## src/rtl/eth_frame_pkg.sv

```systemverilog
// Shared types and constants for the Ethernet RX frame sequencer.
package eth_frame_pkg;

   localparam int unsigned WORD_W_DEF = 16;
   localparam int unsigned LAST_BIT   = 8;
   localparam int unsigned DATA_MSB   = 7;

   typedef enum logic [2:0] {
      ST_IDLE,
      ST_RECV,
      ST_DISCARD,
      ST_DRAIN,
      ST_DONE
   } state_e;

endpackage

```

## src/rtl/eth_frame_len_cnt.sv

```systemverilog
// Saturating frame byte counter with synchronous clear and an at-limit compare.
module eth_frame_len_cnt #(
   parameter int unsigned LEN_W = 16,
   parameter int unsigned LIMIT = 1518
) (
   input  logic             clk_i,
   input  logic             rstn_i,
   input  logic             clr_i,
   input  logic             en_i,
   output logic [LEN_W-1:0] cnt_o,
   output logic             at_limit_c
);

   localparam logic [LEN_W-1:0] CNT_MAX  = '1;
   localparam logic [LEN_W-1:0] LIMIT_M1 = LEN_W'(LIMIT - 1);

   logic [LEN_W-1:0] cnt_q, cnt_d;

   // Clear has priority over counting; count sticks at all-ones.
   always_comb begin
      cnt_d = cnt_q;
      if (clr_i) begin
         cnt_d = '0;
      end else if (en_i && (cnt_q != CNT_MAX)) begin
         cnt_d = cnt_q + LEN_W'(1);
      end
   end

   always_ff @(posedge clk_i) begin
      if (!rstn_i) begin
         cnt_q <= '0;
      end else begin
         cnt_q <= cnt_d;
      end
   end

   assign cnt_o      = cnt_q;
   assign at_limit_c = (cnt_q == LIMIT_M1);

endmodule

```

## src/rtl/eth_frame_rx_ctrl.sv

```systemverilog
// Ethernet RX frame sequencer: admits one frame per arm, drains, reports length.
// Optional truncation at MAX_FRAME_LEN when ETH_RX_LEN_LIMIT_EN is defined.
module eth_frame_rx_ctrl
   import eth_frame_pkg::*;
#(
   parameter int unsigned WORD_W        = WORD_W_DEF,
   parameter int unsigned LEN_W         = 16,
   parameter int unsigned FIFO_ELEM_W   = 11,
   parameter int unsigned MAX_FRAME_LEN = 1518
) (
   input  logic                   clk_i,
   input  logic                   rstn_i,
   input  logic                   arm_i,
   input  logic                   abort_i,
   input  logic                   cont_i,
   input  logic [WORD_W-1:0]      src_data_i,
   input  logic                   src_valid_i,
   output logic                   src_ready_o,
   output logic [WORD_W-1:0]      dst_data_o,
   output logic                   dst_valid_o,
   input  logic                   dst_ready_i,
   input  logic [FIFO_ELEM_W-1:0] fifo_elements_i,
   output logic                   blocked_o,
   output logic                   frame_done_o,
   output logic [LEN_W-1:0]       frame_len_o,
   output logic [7:0]             frame_cnt_o,
   output logic                   trunc_o
);

   state_e           state_q, state_d;
   logic             len_clr, len_en, len_at_limit;
   logic [LEN_W-1:0] len_cnt;
   logic [LEN_W-1:0] frame_len_q, frame_len_d;
   logic [7:0]       frame_cnt_q, frame_cnt_d;
   logic             frame_done_q, frame_done_d;
   logic             src_ready_c, dst_valid_c;
   logic [WORD_W-1:0] dst_data_c;
   logic             src_last, xfer;
`ifdef ETH_RX_LEN_LIMIT_EN
   logic             trunc_flag_q, trunc_flag_d;
   logic             trunc_q, trunc_d;
`else
   logic             unused_at_limit;
   assign unused_at_limit = len_at_limit;
`endif

   assign src_last = src_data_i[LAST_BIT];
   assign xfer     = src_valid_i & dst_ready_i;

   eth_frame_len_cnt #(
      .LEN_W (LEN_W),
      .LIMIT (MAX_FRAME_LEN)
   ) u_len_cnt (
      .clk_i      (clk_i),
      .rstn_i     (rstn_i),
      .clr_i      (len_clr),
      .en_i       (len_en),
      .cnt_o      (len_cnt),
      .at_limit_c (len_at_limit)
   );

   // Next-state, handshake steering and completion statistics.
   always_comb begin
      state_d      = state_q;
      len_clr      = 1'b0;
      len_en       = 1'b0;
      src_ready_c  = 1'b0;
      dst_valid_c  = 1'b0;
      dst_data_c   = {src_data_i[WORD_W-1:LAST_BIT], src_data_i[DATA_MSB:0]};
      frame_len_d  = frame_len_q;
      frame_cnt_d  = frame_cnt_q;
`ifdef ETH_RX_LEN_LIMIT_EN
      trunc_flag_d = trunc_flag_q;
      trunc_d      = trunc_q;
`endif
      case (state_q)
         ST_IDLE: begin
            if (arm_i) begin
               state_d = ST_RECV;
               len_clr = 1'b1;
`ifdef ETH_RX_LEN_LIMIT_EN
               trunc_flag_d = 1'b0;
`endif
            end
         end
         ST_RECV: begin
            src_ready_c = dst_ready_i;
            dst_valid_c = src_valid_i;
            len_en      = xfer;
            if (xfer && src_last) begin
               state_d = ST_DRAIN;
            end
`ifdef ETH_RX_LEN_LIMIT_EN
            // The word that reaches the limit goes out as the frame's last word.
            if (src_valid_i && !src_last && len_at_limit) begin
               dst_data_c[LAST_BIT] = 1'b1;
               if (dst_ready_i) begin
                  trunc_flag_d = 1'b1;
                  state_d      = ST_DISCARD;
               end
            end
`endif
         end
         ST_DISCARD: begin
`ifdef ETH_RX_LEN_LIMIT_EN
            src_ready_c = 1'b1;
            if (src_valid_i && src_last) begin
               state_d = ST_DRAIN;
            end
`else
            state_d = ST_IDLE;
`endif
         end
         ST_DRAIN: begin
            if (fifo_elements_i == '0) begin
               state_d = ST_DONE;
            end
         end
         ST_DONE: begin
            frame_len_d = len_cnt;
            frame_cnt_d = frame_cnt_q + 8'd1;
            len_clr     = 1'b1;
`ifdef ETH_RX_LEN_LIMIT_EN
            trunc_d      = trunc_flag_q;
            trunc_flag_d = 1'b0;
`endif
            state_d = cont_i ? ST_RECV : ST_IDLE;
         end
         default: begin
            state_d = ST_IDLE;
         end
      endcase

      // Abort only redirects the sequencer; statistics already committed stay.
      if (abort_i) begin
         state_d = ST_IDLE;
         len_clr = 1'b1;
`ifdef ETH_RX_LEN_LIMIT_EN
         trunc_flag_d = 1'b0;
`endif
      end

      frame_done_d = (state_d == ST_DONE);
   end

   always_ff @(posedge clk_i) begin
      if (!rstn_i) begin
         state_q      <= ST_IDLE;
         frame_len_q  <= '0;
         frame_cnt_q  <= '0;
         frame_done_q <= 1'b0;
`ifdef ETH_RX_LEN_LIMIT_EN
         trunc_flag_q <= 1'b0;
         trunc_q      <= 1'b0;
`endif
      end else begin
         state_q      <= state_d;
         frame_len_q  <= frame_len_d;
         frame_cnt_q  <= frame_cnt_d;
         frame_done_q <= frame_done_d;
`ifdef ETH_RX_LEN_LIMIT_EN
         trunc_flag_q <= trunc_flag_d;
         trunc_q      <= trunc_d;
`endif
      end
   end

   assign src_ready_o  = src_ready_c;
   assign dst_valid_o  = dst_valid_c;
   assign dst_data_o   = dst_data_c;
   assign blocked_o    = !((state_q == ST_RECV) || (state_q == ST_DISCARD));
   assign frame_done_o = frame_done_q;
   assign frame_len_o  = frame_len_q;
   assign frame_cnt_o  = frame_cnt_q;
`ifdef ETH_RX_LEN_LIMIT_EN
   assign trunc_o      = trunc_q;
`else
   assign trunc_o      = 1'b0;
`endif

endmodule
```

## config.mk

```make
export PLATFORM = sky130hd
export DESIGN_NAME = eth_frame_rx_ctrl
export DESIGN_NICKNAME = d
export VERILOG_FILES = /design/src/rtl/eth_frame_pkg.sv /design/src/rtl/eth_frame_len_cnt.sv /design/src/rtl/eth_frame_rx_ctrl.sv
export SDC_FILE = /design/constraint.sdc
export NUM_CORES = 1
export LEC_CHECK = 0
export CAP_MARGIN = 20
export CELL_PAD_IN_SITES_DETAIL_PLACEMENT = 0
export CELL_PAD_IN_SITES_GLOBAL_PLACEMENT = 1
export CORE_MARGIN = 4
export CORE_UTILIZATION = 36
export CTS_BUF_LIST = sky130_fd_sc_hd__clkbuf_2
export DETAILED_ROUTE_END_ITERATION = 7
export GPL_TIMING_DRIVEN = 0
export PLACE_DENSITY = 0.91
export SLEW_MARGIN = 20
export SYNTH_ARGS = -nofsm -noshare
export SYNTH_HDL_FRONTEND = slang
export SYNTH_HIERARCHICAL = 1
export SYNTH_SLANG_ARGS = --single-unit
```

## constraint.sdc

```tcl
create_clock -name clk_i -period 4.9 [get_ports clk_i]
set_input_delay 1.225 -clock clk_i [delete_from_list [all_inputs] [get_ports clk_i]]
set_output_delay 1.225 -clock clk_i [all_outputs]
set_load 0.01 [all_outputs]
```

Word level (Yosys, flattened, before mapping)
Cells that the tools add are included.
Widths: inputs -> output; s select.

operators by class
  add/sub/neg operators = 2
  $mul = 0
  divide/modulo/power cells = 0
  $lt $le $gt $ge = 0
  equality and inequality tests = 6
  shifts and indexed selects = 0
  multiplexer cells = 12
  bitwise gates (word level) = 2
  reduce and logical (&&, ||, !) cells = 7

operators by type and width
  kind                   count
  $add 16x1->16 const B  1
  $ne 16x16->1 const B   1
  $mux 3                 4
  $pmux 3 s4             1
  $logic_not 11->1       1
  $add 8x1->8 const B    1
  $eq 3x2->1 const B     2
  $eq 3x3->1 const B     2
  $mux 1                 6
  $eq 3x1->1 const B     1
  $logic_not 3->1        1
  $logic_and 1x1->1      2
  $pmux 1 s2             1
  $reduce_or 2->1        1
  $and 1x1->1            1
  $logic_not 1->1        1
  $logic_or 1x1->1       1
  $not 1->1              1

storage, ports and cells
  bits in registers = 44
  latch bits = 0
  RAM bits = 0
  bits in read-only memories = 0
  bits of input ports = 34
  output and inout port bits = 45
  logic and storage cells = 34
  memories kept = 0

Logic depth before layout (Yosys ltp)
Gate-level depths: netlist of run 1.

  depth after elaboration = 6
  depth in mapped cells = 8
  mapped depth without buffers = 7

Modules after synthesis
The synthesis of run 1 kept the hierarchy.

modules (own cells, without submodules)
  module             times used  cells an instance  area an instance (um^2)  sequential area each (um^2)
  eth_frame_rx_ctrl  1           166                1382.6                   560.5
  eth_frame_len_cnt  1           100                870.8                    320.3

Least setup slack after synthesis of run 1
Ideal clock, no wire load.

  path kind = in2out
  from = in dst_ready_i
  to = out src_ready_o
  arrival = 1.671 ns
  slack = 2.004 ns
  stages = 1
  buffers on the path = 0
  path through = nor4bb_1

on the way
  longest elaborated chain between the ends = 1

RTL lines
  element      line                     source
  from (decl)  eth_frame_rx_ctrl.sv:21  input logic dst_ready_i,
  $mux 1       eth_frame_rx_ctrl.sv:76  case (state_q)
  to (decl)    eth_frame_rx_ctrl.sv:18  output logic src_ready_o,

No other way between the ends.

Worst setup path in the final report of run 1
Same ends and word-level chain as after synthesis.

==> results_dict.tcl, run 1 <==
set metrics [dict create \
    cp_common_cell "clkdlybuf4s50_1" \
    cp-start-kind "input port" \
    ff2ff_setup_slack_ps 2850 \
    setup_violations 0 \
    critPathSlowestCell "clkdlybuf4s50_1" \
    clock-root-buffer "clkbuf_2" \
    cts_tree "done" \
    post_cts_buffers 0 \
    p_int_w 0.000589 \
    met2_wirelength_um 2520 \
    viasPerCell 4.90 \
    cellPowerDensity_mw_per_mm2 241 \
    hold_end "frame_len_o[7]$_SDFFE_PN0N_" \
    die-height_um 86.6 \
    tightest_slew_ps 662 \
    core_area_mm2 0.00596 \
    grt_pass1_wl_um 8670 \
    synth_warnings 6 \
    fill_cells 581 \
    rr_startpoint "state_q[0]$_SDFF_PN0_" \
    first_pass_iters 4 \
    fin_tns_setup_ps 0 \
    hp-start "frame_len_o[7]$_SDFFE_PN0N_" \
    rr_worst_depth 7 \
    grt_pass1_vias 1901 \
    power_frac_comb_pct 8.6 \
    irDropWorstVdd_v 0.000114 \
    layout-drive-gt1-share_pct 11.5 \
    p_seq_share_pct 48.9 \
    drc 0 \
    final_core_util_pct 51.3 \
    cts.sink_count 44 \
    post_drt_wl_per_cell_um 12.7 \
    rsz0062_at_grt "false" \
    cap_violations 0 \
    p_clk_share_pct 42.5 \
    hpwl_um 3940 \
    vias 1989 \
    min_period_over_period_pct 79.0 \
    outcome "complete, no violations" \
    crit_path_max_fanout 2 \
    cts_hold_buf 0 \
    grt-ovfl-total 0 \
    antenna_found_initial 0 \
    synth_area_per_cell_um2 8.52 \
    syn-num-nets 298 \
    htreeDepth 2 \
    min_path_type "flip-flop to flip-flop" \
    io_buffer_count 62 \
    r2r_end "u_len_cnt/cnt_o[9]$_SDFFE_PP0P_" \
    crit_chain "clkdlybuf4s50_1, nor4bb_1, clkdlybuf4s50_1" \
    worstPathArrival_ps 2650 \
    grt_usage_pct 14.1 \
    syn_area_mm2 0.00222 \
    highest_layer "met4" \
    placementRows 28 \
    cts_made_buffers 5 \
    multi_input_area_mm2 0.00111 \
    grt_max_degree 15 \
    antenna_left 0 \
    place.gp.congestion 0.775 \
    syn_to_final_growth_pct 37.3 \
    max_freq_ghz 0.258 \
    dr_wl_met3_um 211 \
    wirelength_um 5160 \
    ioPinCount 79 \
    power.switching_w 0.000146 \
    initial_utilization_pct 37.4 \
    die_x_um 86.6 \
    synthCells 261 \
    finalMaxSlewViolations 0 \
    cts_buffer_depth 2 \
    worst_slew_margin_rel_pct 55.7 \
    finalClockSkew_ps 35.3 \
    cp.required_ps 3670 \
    seq_area_um2 881 \
    diodes 0 \
    fin_nets 367 \
    power_leakage_nw 1.08 \
    drt_iter0_drc 66 \
    clk_latency_ps 430 \
    die_area_mm2 0.00750 \
    clkTransAtPathRegs_ps 230 \
    sw_frac_of_total_pct 19.9 \
    critPathCaptureType "output port" \
    min_period_ps 3870 \
    postCtsResizedCells 0 \
    drt-met1-wl_um 2370 \
    hold_depth 2 \
    crit_path_max_incr_delay_ps 620 \
    finalHoldViolations 0 \
    path_class "input port to output port" \
]
power groups by stage:
stage | clock network [W] | registers (W) | logic (W)
after floorplan | 0 | 0.000366 | 0.0000296
after global placement | 0 | 0.000366 | 0.0000632
after detailed placement | 0 | 0.000366 | 0.0000640
after CTS | 0.000317 | 0.000360 | 0.0000642
after global routing | 0.000332 | 0.000360 | 0.0000682
final | 0.000312 | 0.000360 | 0.0000635
layout by cell type (no fill, tap or decap), drive strengths merged, types with 3 or more instances in the layout:
master	instances
clkdlybuf4s50	62
nand2	48
dfxtp	44
buf	21
a21boi	19
clkbuf	12
a21oi	10
nor2	8
inv	8
or4	8
nand2b	7
o21ai	7
nor3	7
nand3	7
nand4	7
mux2i	6
o31ai	6
or3	4
xor2	3
and2	3
nor2b	3
ha	3
bufinv	3
cell type report:
| cell class | instances | area share, % |
|---|---|---|
| multi-input cells | 180 | 36.5 |
| well taps | 75 | 3.07 |
| inverters | 8 | 0.983 |
| plain buffers | 29 | 6.51 |
| repair buffers | 62 | 20.3 |
| clock buffers | 5 | 0.819 |
| clock inverters | 3 | 2.95 |
| flip-flops and latches | 44 | 28.8 |
registers in the layout, summed over array words and instances (netlist names):
| register | cells |
|---|---|
| frame_cnt_o | 8 |
| frame_done_o | 1 |
| frame_len_o | 16 |
| state_q | 3 |
| u_len_cnt/cnt_o | 16 |
layer usage:
layer / GRT usage, % / vias to the layer above
li1: - / 1033
met1: 18.6 / 903
met2: 23.5 / 45
met3: 2.85 / 8
met4: 3.82 / 0
met5: 0 / -
critical path, delay by kind of cell:
| kind | cells | cell delay [ps] |
|---|---|---|
| buf+inv | 2 | 1080 |
| simple gates | 1 | 340 |
through the flow:
stage | hold slack (ps) | power, W | instances | setup slack (ps) | instance area [um2]
2_1_floorplan | 467 | 0.000396 | 261 | 2000 | 2220
3_3_place_gp | 452 | 0.000429 | 398 | 992 | 2940
3_5_place_dp | 457 | 0.000430 | 398 | 1010 | 2940
4_1_cts | 483 | 0.000741 | 406 | 1010 | 3050
5_1_grt | 498 | 0.000761 | 406 | 925 | 3050
6_report | 477 | 0.000735 | 406 | 1030 | 3050
how the worst max path moves through the flow:
| stage | startpoint | endpoint | slack, ps |
|---|---|---|---|
| finish | dst_ready_i | src_ready_o | 1030 |
| floorplan | dst_ready_i | src_ready_o | 2000 |
| global route | dst_ready_i | src_ready_o | 920 |
| global placement | dst_ready_i | src_ready_o | 990 |
| detailed placement | dst_ready_i | src_ready_o | 1010 |
| CTS | dst_ready_i | src_ready_o | 1010 |
Note: power is estimated with default switching activity, not from simulation.
==> inputs of run 2 (changes only) <==
--- a/config.mk
+++ b/config.mk
@@ -9,11 +9,11 @@
 export CELL_PAD_IN_SITES_DETAIL_PLACEMENT = 0
 export CELL_PAD_IN_SITES_GLOBAL_PLACEMENT = 1
 export CORE_MARGIN = 4
-export CORE_UTILIZATION = 36
+export CORE_UTILIZATION = 34
 export CTS_BUF_LIST = sky130_fd_sc_hd__clkbuf_2
 export DETAILED_ROUTE_END_ITERATION = 7
 export GPL_TIMING_DRIVEN = 0
-export PLACE_DENSITY = 0.91
+export PLACE_DENSITY = 0.87
 export SLEW_MARGIN = 20
 export SYNTH_ARGS = -nofsm -noshare
 export SYNTH_HDL_FRONTEND = slang
==> constraint.sdc (replaced) <==
create_clock -name clk_i -period 3.7 [get_ports clk_i]
set_input_delay 0.925 -clock clk_i [delete_from_list [all_inputs] [get_ports clk_i]]
set_output_delay 0.925 -clock clk_i [all_outputs]
set_load 0.01 [all_outputs]
==> run 2 against run 1 <==
Net effect:
- critical path depth did not move
- sequential share of layout area rose by 0.71 points
- largest power group unchanged
- sequential power rose by 32%
- design area is 2.4% lower
- utilization fell by 4.3 points
- combinational power up 32%
==> results_dict.tcl, run 2 (synthesis gave the netlist of run 1 again) <==
set metrics [dict create \
    antenna_left 0 \
    diodes 0 \
    outcome "complete, no violations" \
    grt-ovfl-total 0 \
    crit_chain "clkdlybuf4s50_1, nor4bb_1, clkdlybuf4s50_1" \
    irDropWorstVdd_v 0.000144 \
    grt_pass1_wl_um 8740 \
    cts.sink_count 44 \
    cts_tree "done" \
    clock-root-buffer "clkbuf_2" \
    cap_violations 0 \
    fin_tns_setup_ps 0 \
    min_period_over_period_pct 89.1 \
    path_delay_family "buffers and inverters" \
    cp.required_ps 2770 \
    crit_buf_inv 2 \
    layout-drive-gt1-share_pct 11.2 \
    fill_cells 616 \
    multi_input_area_mm2 0.00111 \
    cts_buffer_depth 2 \
    crit_path_max_fanout 2 \
    tightest_slew_ps 637 \
    hpwl_um 4000 \
    min_period_ps 3290 \
    path_class "input port to output port" \
    seq_area_um2 881 \
    cp_common_cell "clkdlybuf4s50_1" \
    post_drt_wl_per_cell_um 12.8 \
    cts_hold_buf 0 \
    power_leakage_nw 1.05 \
    vias 2013 \
    initial_utilization_pct 35.0 \
    max_freq_ghz 0.303 \
    clk_latency_ps 400 \
    setup_violations 0 \
    most-common-layout-cells "62 x clkdlybuf4s50_1, 48 x nand2_1, 44 x dfxtp_1" \
    finalMaxSlewViolations 0 \
    drt_iter0_drc 83 \
    grt_pass1_vias 1887 \
    clkTransAtPathRegs_ps 210 \
    finalClockSkew_ps 9.85 \
    grt_usage_pct 13.8 \
    grt_max_degree 13 \
    stdcell_count 408 \
    placementRows 29 \
    core_area_mm2 0.00635 \
    place_inst 400 \
    critPathCaptureType "output port" \
    cts_made_buffers 5 \
    postCtsResizedCells 0 \
    syn_to_final_growth_pct 34.0 \
    crit_path_max_incr_delay_ps 630 \
    critPathSlowestCell "clkdlybuf4s50_1" \
    cp-start-kind "input port" \
    rsz0062_at_grt "false" \
    htreeDepth 2 \
    place.gp.congestion 0.767 \
    io_buffer_count 62 \
    worstPathArrival_ps 2370 \
    min_path_type "flip-flop to flip-flop" \
    cellPowerDensity_mw_per_mm2 256 \
    die_area_mm2 0.00790 \
    post_cts_buffers 0 \
    die_x_um 88.9 \
    fin_nets 367 \
    ioPinCount 79 \
    first_pass_iters 4 \
    antenna_found_initial 0 \
    die-height_um 88.9 \
    finalHoldViolations 0 \
    viasPerCell 4.93 \
    wirelength_um 5240 \
    drc 0 \
    layout_commonest_cell "clkdlybuf4s50_1" \
    worst_slew_margin_rel_pct 57.4 \
]
==> run 2: changes by cell type in the layout (fill, tap and decap cells not counted) <==
cell / change
clkinv_1: +1
clkbuf_2: +2
bufinv_16: -3
==> run 2: cell type report <==
| cell class | count | share of cell area [%] |
|---|---|---|
| Clock buffer | 7 | 1.18 |
| Timing Repair Buffer | 62 | 20.8 |
| Sequential cell | 44 | 29.6 |
| Clock inverter | 1 | 0.126 |
| Multi-Input combinational cell | 180 | 37.4 |
| Tap cell | 77 | 3.23 |
| Buffer | 29 | 6.68 |
| Inverter | 8 | 1.01 |
==> run 2: final timing paths <==
kind                                    start                              end  slack, ps  cells after the start
max                               dst_ready_i                      src_ready_o        410                      3
min               frame_len_o[3]$_SDFFE_PN0N_      frame_len_o[3]$_SDFFE_PN0N_        480                      2
max reg2reg  u_len_cnt/cnt_o[12]$_SDFFE_PP0P_  u_len_cnt/cnt_o[0]$_SDFFE_PP0P_       1650                      5
min reg2reg       frame_len_o[3]$_SDFFE_PN0N_      frame_len_o[3]$_SDFFE_PN0N_        480                      2
==> run 2: metal layers <==
metal	wire [um]	up-vias	global-route usage (%)
met5	0	-	0
met1	2410	916	18.4
li1	-	1037	-
met2	2550	53	22.5
met3	237	7	2.30
met4	45	0	4.95
==> run 2: worst reg2reg max path, cell delays in order (launching register included) <==
cell	delay, ps
dfxtp_1	490
nand4_1	330
o41ai_4	700
buf_6	230
xor2_1	160
nor2_1	50
==> run 2: metrics by stage <==
stage,hold slack [ps],total power [W],setup slack [ps],cell area (um2),utilization [%]
global route,497,0.000795,339,2980,46.9
finish,479,0.000763,405,2980,46.9
CTS,485,0.000772,407,2980,46.9
floorplan,467,0.000524,1250,2220,-
global placement,452,0.000569,481,2940,46.3
detailed placement,461,0.000570,415,2940,46.3
==> run 2: power breakdown <==
group	switching (W)	internal, W	total, W
registers	0.000000177	0.000476	0.000476
clock network	0.000153	0.0000506	0.000203
logic	0.0000295	0.0000545	0.0000840
